===== src/rtl/mips_pkg.sv =====
// Shared definitions for the register-file write path.
// Register/data widths and the queued write-entry format.
package mips_pkg;

  localparam int DEF_AW = 5;
  localparam int DEF_DW = 32;

  localparam logic [DEF_AW-1:0] REG_ZERO = '0;

  typedef struct packed {
    logic [DEF_AW-1:0] rd;
    logic [DEF_DW-1:0] data;
  } wq_entry_t;

endpackage


===== src/rtl/reg_write_queue_fifo.sv =====
// Circular buffer of pending register writes.
// Two write ports (wr0 lands before wr1), one read port at the head.
module reg_write_queue_fifo
  import mips_pkg::*;
#(
  parameter  int DEPTH = 4,
  localparam int PW    = $clog2(DEPTH),
  localparam int CW    = $clog2(DEPTH + 1)
) (
  input  logic          clk,
  input  logic          reset,
  input  logic          wr0_en,
  input  wq_entry_t     wr0,
  input  logic          wr1_en,
  input  wq_entry_t     wr1,
  input  logic          rd_en,
  output wq_entry_t     head,
  output wq_entry_t     slots [DEPTH],
  output logic [PW-1:0] rd_ptr,
  output logic [CW-1:0] count,
  output logic          margin_low
);

  logic [PW-1:0] wr_ptr;
  logic [CW-1:0] count_nx;
  logic [1:0]    n_enq;
  logic          deq;

  assign deq   = rd_en && (count != '0);
  assign n_enq = {1'b0, wr0_en} + {1'b0, wr1_en};

  assign count_nx = count + CW'(n_enq) - CW'(deq);

  // Fewer than two free slots left once this cycle's update lands.
  assign margin_low = count_nx > CW'(DEPTH - 2);

  assign head = slots[rd_ptr];

  always_ff @(posedge clk or posedge reset) begin
    if (reset) begin
      rd_ptr <= '0;
      wr_ptr <= '0;
      count  <= '0;
      for (int i = 0; i < DEPTH; i++) begin
        slots[i] <= '0;
      end
    end else begin
      if (wr0_en) begin
        slots[wr_ptr] <= wr0;
      end
      if (wr1_en) begin
        slots[wr_ptr + PW'(wr0_en)] <= wr1;
      end
      wr_ptr <= wr_ptr + PW'(n_enq);
      if (deq) begin
        rd_ptr <= rd_ptr + PW'(1);
      end
      count <= count_nx;
    end
  end

endmodule


===== src/rtl/reg_write_queue.sv =====
// Merges load and ALU writebacks onto the single reg_file write port.
// In-order queue with empty-queue bypass and forwarding of pending writes.
module reg_write_queue
  import mips_pkg::*;
#(
  parameter int DEPTH = 4,
  parameter int AW    = DEF_AW,
  parameter int DW    = DEF_DW
) (
  input  logic          clk,
  input  logic          reset,
  input  logic          mem_we,
  input  logic [AW-1:0] mem_rd,
  input  logic [DW-1:0] mem_data,
  input  logic          alu_we,
  input  logic [AW-1:0] alu_rd,
  input  logic [DW-1:0] alu_data,
  output logic          stall,
  output logic          overflow,
  output logic          we,
  output logic [AW-1:0] reg_w,
  output logic [DW-1:0] bus_w,
  input  logic [AW-1:0] q_reg_a,
  input  logic [AW-1:0] q_reg_b,
  output logic          fwd_hit_a,
  output logic [DW-1:0] fwd_data_a,
  output logic          fwd_hit_b,
  output logic [DW-1:0] fwd_data_b
);

  localparam int PW = $clog2(DEPTH);
  localparam int CW = $clog2(DEPTH + 1);

  wq_entry_t     e_m;
  wq_entry_t     e_a;
  wq_entry_t     head;
  wq_entry_t     wr0;
  wq_entry_t     wr1;
  wq_entry_t     out_nx;
  wq_entry_t     slots [DEPTH];
  logic [PW-1:0] rd_ptr;
  logic [CW-1:0] count;
  logic          margin_low;
  logic          empty;
  logic          take_m;
  logic          take_a;
  logic          wr0_en;
  logic          wr1_en;
  logic          out_nx_we;

  assign e_m = '{rd: mem_rd, data: mem_data};
  assign e_a = '{rd: alu_rd, data: alu_data};

  assign take_m = mem_we && (mem_rd != REG_ZERO) && !stall;
  assign take_a = alu_we && (alu_rd != REG_ZERO) && !stall;
  assign empty  = (count == '0);

  // Head drains first; with an empty queue the oldest new request bypasses.
  always_comb begin
    out_nx_we = 1'b0;
    out_nx    = head;
    wr0_en    = 1'b0;
    wr0       = e_m;
    wr1_en    = 1'b0;
    wr1       = e_a;
    if (!empty) begin
      out_nx_we = 1'b1;
      wr0_en    = take_m | take_a;
      wr0       = take_m ? e_m : e_a;
      wr1_en    = take_m & take_a;
    end else if (take_m) begin
      out_nx_we = 1'b1;
      out_nx    = e_m;
      wr0_en    = take_a;
      wr0       = e_a;
    end else if (take_a) begin
      out_nx_we = 1'b1;
      out_nx    = e_a;
    end
  end

  reg_write_queue_fifo #(
    .DEPTH(DEPTH)
  ) u_fifo (
    .clk       (clk),
    .reset     (reset),
    .wr0_en    (wr0_en),
    .wr0       (wr0),
    .wr1_en    (wr1_en),
    .wr1       (wr1),
    .rd_en     (!empty),
    .head      (head),
    .slots     (slots),
    .rd_ptr    (rd_ptr),
    .count     (count),
    .margin_low(margin_low)
  );

  always_ff @(posedge clk or posedge reset) begin
    if (reset) begin
      we       <= 1'b0;
      reg_w    <= '0;
      bus_w    <= '0;
      stall    <= 1'b0;
      overflow <= 1'b0;
    end else begin
      we <= out_nx_we;
      if (out_nx_we) begin
        reg_w <= out_nx.rd;
        bus_w <= out_nx.data;
      end
      stall    <= margin_low;
      overflow <= overflow | (stall & (mem_we | alu_we));
    end
  end

  // Walk oldest to youngest so the youngest match is left standing.
  always_comb begin
    logic [PW-1:0] idx;
    idx        = '0;
    fwd_hit_a  = 1'b0;
    fwd_data_a = '0;
    fwd_hit_b  = 1'b0;
    fwd_data_b = '0;
    if (we && reg_w == q_reg_a) begin
      fwd_hit_a  = 1'b1;
      fwd_data_a = bus_w;
    end
    if (we && reg_w == q_reg_b) begin
      fwd_hit_b  = 1'b1;
      fwd_data_b = bus_w;
    end
    for (int i = 0; i < DEPTH; i++) begin
      idx = rd_ptr + PW'(i);
      if (CW'(i) < count) begin
        if (slots[idx].rd == q_reg_a) begin
          fwd_hit_a  = 1'b1;
          fwd_data_a = slots[idx].data;
        end
        if (slots[idx].rd == q_reg_b) begin
          fwd_hit_b  = 1'b1;
          fwd_data_b = slots[idx].data;
        end
      end
    end
    if (q_reg_a == REG_ZERO) begin
      fwd_hit_a  = 1'b0;
      fwd_data_a = '0;
    end
    if (q_reg_b == REG_ZERO) begin
      fwd_hit_b  = 1'b0;
      fwd_data_b = '0;
    end
  end

endmodule


===== config.mk =====
export PLATFORM = sky130hd
export DESIGN_NAME = reg_write_queue
export DESIGN_NICKNAME = d
export VERILOG_FILES = /design/src/rtl/mips_pkg.sv /design/src/rtl/reg_write_queue_fifo.sv /design/src/rtl/reg_write_queue.sv
export SDC_FILE = /design/constraint.sdc
export NUM_CORES = 1
export LEC_CHECK = 0
export CAP_MARGIN = 30
export CORE_MARGIN = 1.5
export CORE_UTILIZATION = 36
export CTS_CLUSTER_SIZE = 24
export DETAILED_ROUTE_END_ITERATION = 16
export SYNTH_ARGS = -nofsm -noshare
export SYNTH_HDL_FRONTEND = slang
export SYNTH_SLANG_ARGS = --single-unit

===== constraint.sdc =====
create_clock -name clk -period 6.55 [get_ports clk]
set_input_delay 0.9825 -clock clk [delete_from_list [all_inputs] [get_ports clk]]
set_output_delay 0.9825 -clock clk [all_outputs]
set_load 0.03 [all_outputs]

==> results.sh, run 1 <==
export IMPL_num_io_pins=194
export IMPL_combPwrFrac=0.699
export IMPL_intPower_mw=6.15
export IMPL_path_clk_slew_ps=80
export IMPL_coreArea_mm2=0.0452
export IMPL_r2r_end="u_fifo.slots[139]$_DFF_PP0_"
export IMPL_p_per_area_mw_per_mm2=626
export IMPL_portBuffers=193
export IMPL_placed_cell_area_mm2=0.0190
export IMPL_min_period_over_period=0.942
export IMPL_leakage_nw=6.82
export IMPL_hold_path_end="overflow$_DFF_PP0_"
export IMPL_place_inst=2236
export IMPL_postCtsHoldBufs=0
export IMPL_grt_max_degree=121
export IMPL_fin_util=0.434
export IMPL_hp_start="overflow$_DFF_PP0_"
export IMPL_drt_iter0_markers=1800
export IMPL_setup_tns_final_ps=0
export IMPL_status="finished clean"
export IMPL_setup_viol=0
export IMPL_hold_depth=1
export IMPL_reg2regPathDepth=13
export IMPL_max_freq_mhz=162
export IMPL_hold_viol=0
export IMPL_fin_crit_ps=6170
export IMPL_cp_top_family="buffers and inverters"
export IMPL_ys_warn_count=0
export IMPL_drt_total_wl_mm=69.8
export IMPL_synth_edf_count=0
export IMPL_slew_violations=0
export IMPL_dr_pass1_iters=6
export IMPL_cts_resized=0
export IMPL_critPathRequiredTime_ps=5570
export IMPL_r2r_start="u_fifo.count[2]$_DFF_PP0_"
export IMPL_crit_chain="mux4_2, xnor2_1, nand2_1, a211oi_4, buf_4, buf_4, a221oi_1, o31ai_1, clkdlybuf4s50_1"
export IMPL_antenna_found_initial=2
export IMPL_syn_nets=1654
export IMPL_synth_cells=1559
export IMPL_dieHeight_um=217
export IMPL_globalRouteTotalUtil=0.294
export IMPL_wl_per_cell_um=30.7
export IMPL_final_area_mm2=0.0196
export IMPL_crit_top_cell="buf_4"
export IMPL_post_cts_buffers=0
export IMPL_cpMaxStageDelayCell="dfrtp_4"
export IMPL_worstSkewPairLatency_ps=470
export IMPL_worstPathArrival_ps=5190
export IMPL_synth_async_reset_ratio=1.00
export IMPL_drc_errors=0
export IMPL_start_kind="flip-flop"
export IMPL_synth_avg_cell_area_um2=10.5
export IMPL_layout_drive_gt1_share=0.219
export IMPL_hold_class="reg2reg"
export IMPL_grt_pass1_vias=16000
export IMPL_r2r_setup_slack_ps=2170
export IMPL_ys_types=67
export IMPL_maxCapViolCount=0
export IMPL_p_seq_frac=0.214
export IMPL_core_rowCount=78
export IMPL_grt_remaining_overflow=0
export IMPL_netlist_top_cells_area="dfrtp_1, mux4_2, o221a_2, o22a_1, mux2i_1"
export IMPL_place_detailed_hpwl_mm=43.5
export IMPL_p_clk_frac=0.087
export IMPL_synth_largest_area_cell="dfrtp_1"
export IMPL_cts_root_buf="clkbuf_16"
export IMPL_max_slew_margin=0.363
export IMPL_tritoncts="built"
export IMPL_num_nets_final=1752
export IMPL_yosysSeqAreaShare=0.297
export IMPL_synth_main_ff_cell="dfrtp_1"
export IMPL_timing_hold_ws_ps=478
export IMPL_slowest_delay_ps=800
export IMPL_start_util=0.364
export IMPL_routabilityCongestion=0.936
export IMPL_cts_buffers=17
export IMPL_cts_buffer_depth=2
export IMPL_cp_max_fo=37
export IMPL_detail_route_antenna_nets=0
export IMPL_area_growth_pct=19.3
export IMPL_skew_ps=16.0
export IMPL_end_kind="output pin"
export IMPL_swShare=0.499
export IMPL_multiInputGateArea_mm2=0.0108
export IMPL_synthesis_area_mm2=0.0164
export IMPL_grt_pass1_wl_mm=103
export IMPL_path_class="reg2out"
export IMPL_tightest_slew_ps=955
export IMPL_fill_cells=4270
export IMPL_htreeDepth=4
export IMPL_layout_cells_non_filler=2272
export IMPL_die_w_um=217
export IMPL_path_buf_inv=3
export IMPL_power_switching_mw=6.13
export IMPL_cts_sinks=195
export IMPL_ys_seq_elements=195
export IMPL_grt_setup_unrepaired="false"
export IMPL_vias_per_cell=7.02
export IMPL_ir_drop_mv=0.301
export IMPL_ff_latch_area_mm2=0.00489
export IMPL_num_vias=16000
export IMPL_synth_top_area_frac=0.297
export IMPL_die_area_mm2=0.0470
flip-flops by register name (all words and copies together), names as in the netlist:
name,count
u_fifo.slots,148
bus_w,32
reg_w,5
u_fifo.count,3
u_fifo.rd_ptr,2
u_fifo.wr_ptr,2
overflow,1
stall,1
we,1
cell type report:
cell class	instances	share of cell area
Timing Repair Buffer	257	0.128
Antenna cell	3	0.000383
Inverter	15	0.00325
Sequential cell	195	0.249
Clock inverter	11	0.00549
Multi-Input combinational cell	1171	0.552
Tap cell	600	0.0383
Clock buffer	20	0.0228
logic make-up (layout without fill, tap and decap cells):
kind of cell,Yosys count,count (layout),share of synthesized area
buf+inv,193,303,0.0514
fa+ha+maj,8,8,0.00639
simple gates,332,332,0.111
compound gates,602,602,0.332
flops,195,195,0.297
other cells,0,3,0
xor+xnor,64,64,0.0341
mux,165,165,0.168
synthesized netlist by cell type, types with 31 or more instances:
cell / number
dfrtp_1: 195
clkbuf_1: 121
o22a_1: 106
o221a_2: 101
mux4_2: 88
nand2b_1: 80
o21a_1: 78
mux2i_1: 74
a211oi_1: 66
nand2_1: 64
a32oi_1: 63
and2_1: 52
o31ai_1: 43
buf_2: 37
nor3_1: 36
xnor2_1: 35
and3_1: 31
worst max-delay path by stage:
stage	cells after the start	end	slack (ps)	startpoint
detailed placement	9	fwd_data_a[30]	720	q_reg_a[4]
finish	9	fwd_data_a[30]	380	u_fifo.rd_ptr[0]$_DFFE_PP0N_
floorplan	1	bus_w[0]$_DFFE_PP0P_	260	reset
CTS	9	fwd_data_a[30]	430	u_fifo.rd_ptr[0]$_DFFE_PP0N_
global route	9	fwd_data_a[30]	290	u_fifo.rd_ptr[0]$_DFFE_PP0N_
global placement	9	fwd_data_a[30]	740	q_reg_a[4]
routing by layer:
| metal | global-route usage | up-vias | routed length [um] |
|---|---|---|---|
| met2 | 0.462 | 1055 | 32200 |
| met5 | 0 | - | 0 |
| met4 | 0.166 | 0 | 3620 |
| li1 | - | 6561 | - |
| met1 | 0.372 | 8114 | 27100 |
| met3 | 0.0676 | 228 | 6820 |
power groups by stage:
stage | Clock (mW) | Sequential (mW) | Combinational, mW
6_report | 1.07 | 2.63 | 8.58
5_1_grt | 1.12 | 2.71 | 9.04
4_1_cts | 1.08 | 2.59 | 8.45
3_5_place_dp | 0 | 2.61 | 8.42
3_3_place_gp | 0 | 2.58 | 8.28
2_1_floorplan | 0 | 2.47 | 5.86
cells in the final DEF (no fill, tap or decap), types with 7 or more instances in the layout:
cell             count
clkdlybuf4s50_1    193
mux4_2              88
nand2_1             62
o31ai_2             20
clkbuf_16           17
inv_1               13
nand2b_1            79
o21a_1              78
xor2_1              29
nor2_1              19
and2_1              52
mux2i_1             74
o31ai_1             43
o221a_2            101
a211oi_1            66
and3_1              31
xnor2_1             34
nor2b_1             16
buf_4               57
a32oi_1             63
a221oi_1            29
nand3_1              7
o22a_1             104
nor3_1              34
a221oi_2            27
dfrtp_1            193
a21oi_1             22
through the flow:
stage | setup slack (ps) | total power [mW]
5_1_grt | 291 | 12.9
3_3_place_gp | 743 | 10.9
4_1_cts | 433 | 12.1
2_1_floorplan | 255 | 8.33
3_5_place_dp | 715 | 11.0
6_report | 377 | 12.3
(Power assumes the default switching activity.)
==> inputs of run 2 (changes only) <==
Settings changed: CTS_CLUSTER_DIAMETER from default to 120.
==> results of run 2 <==
No change in the layout: final DEF, timing and power equal those of run 1.
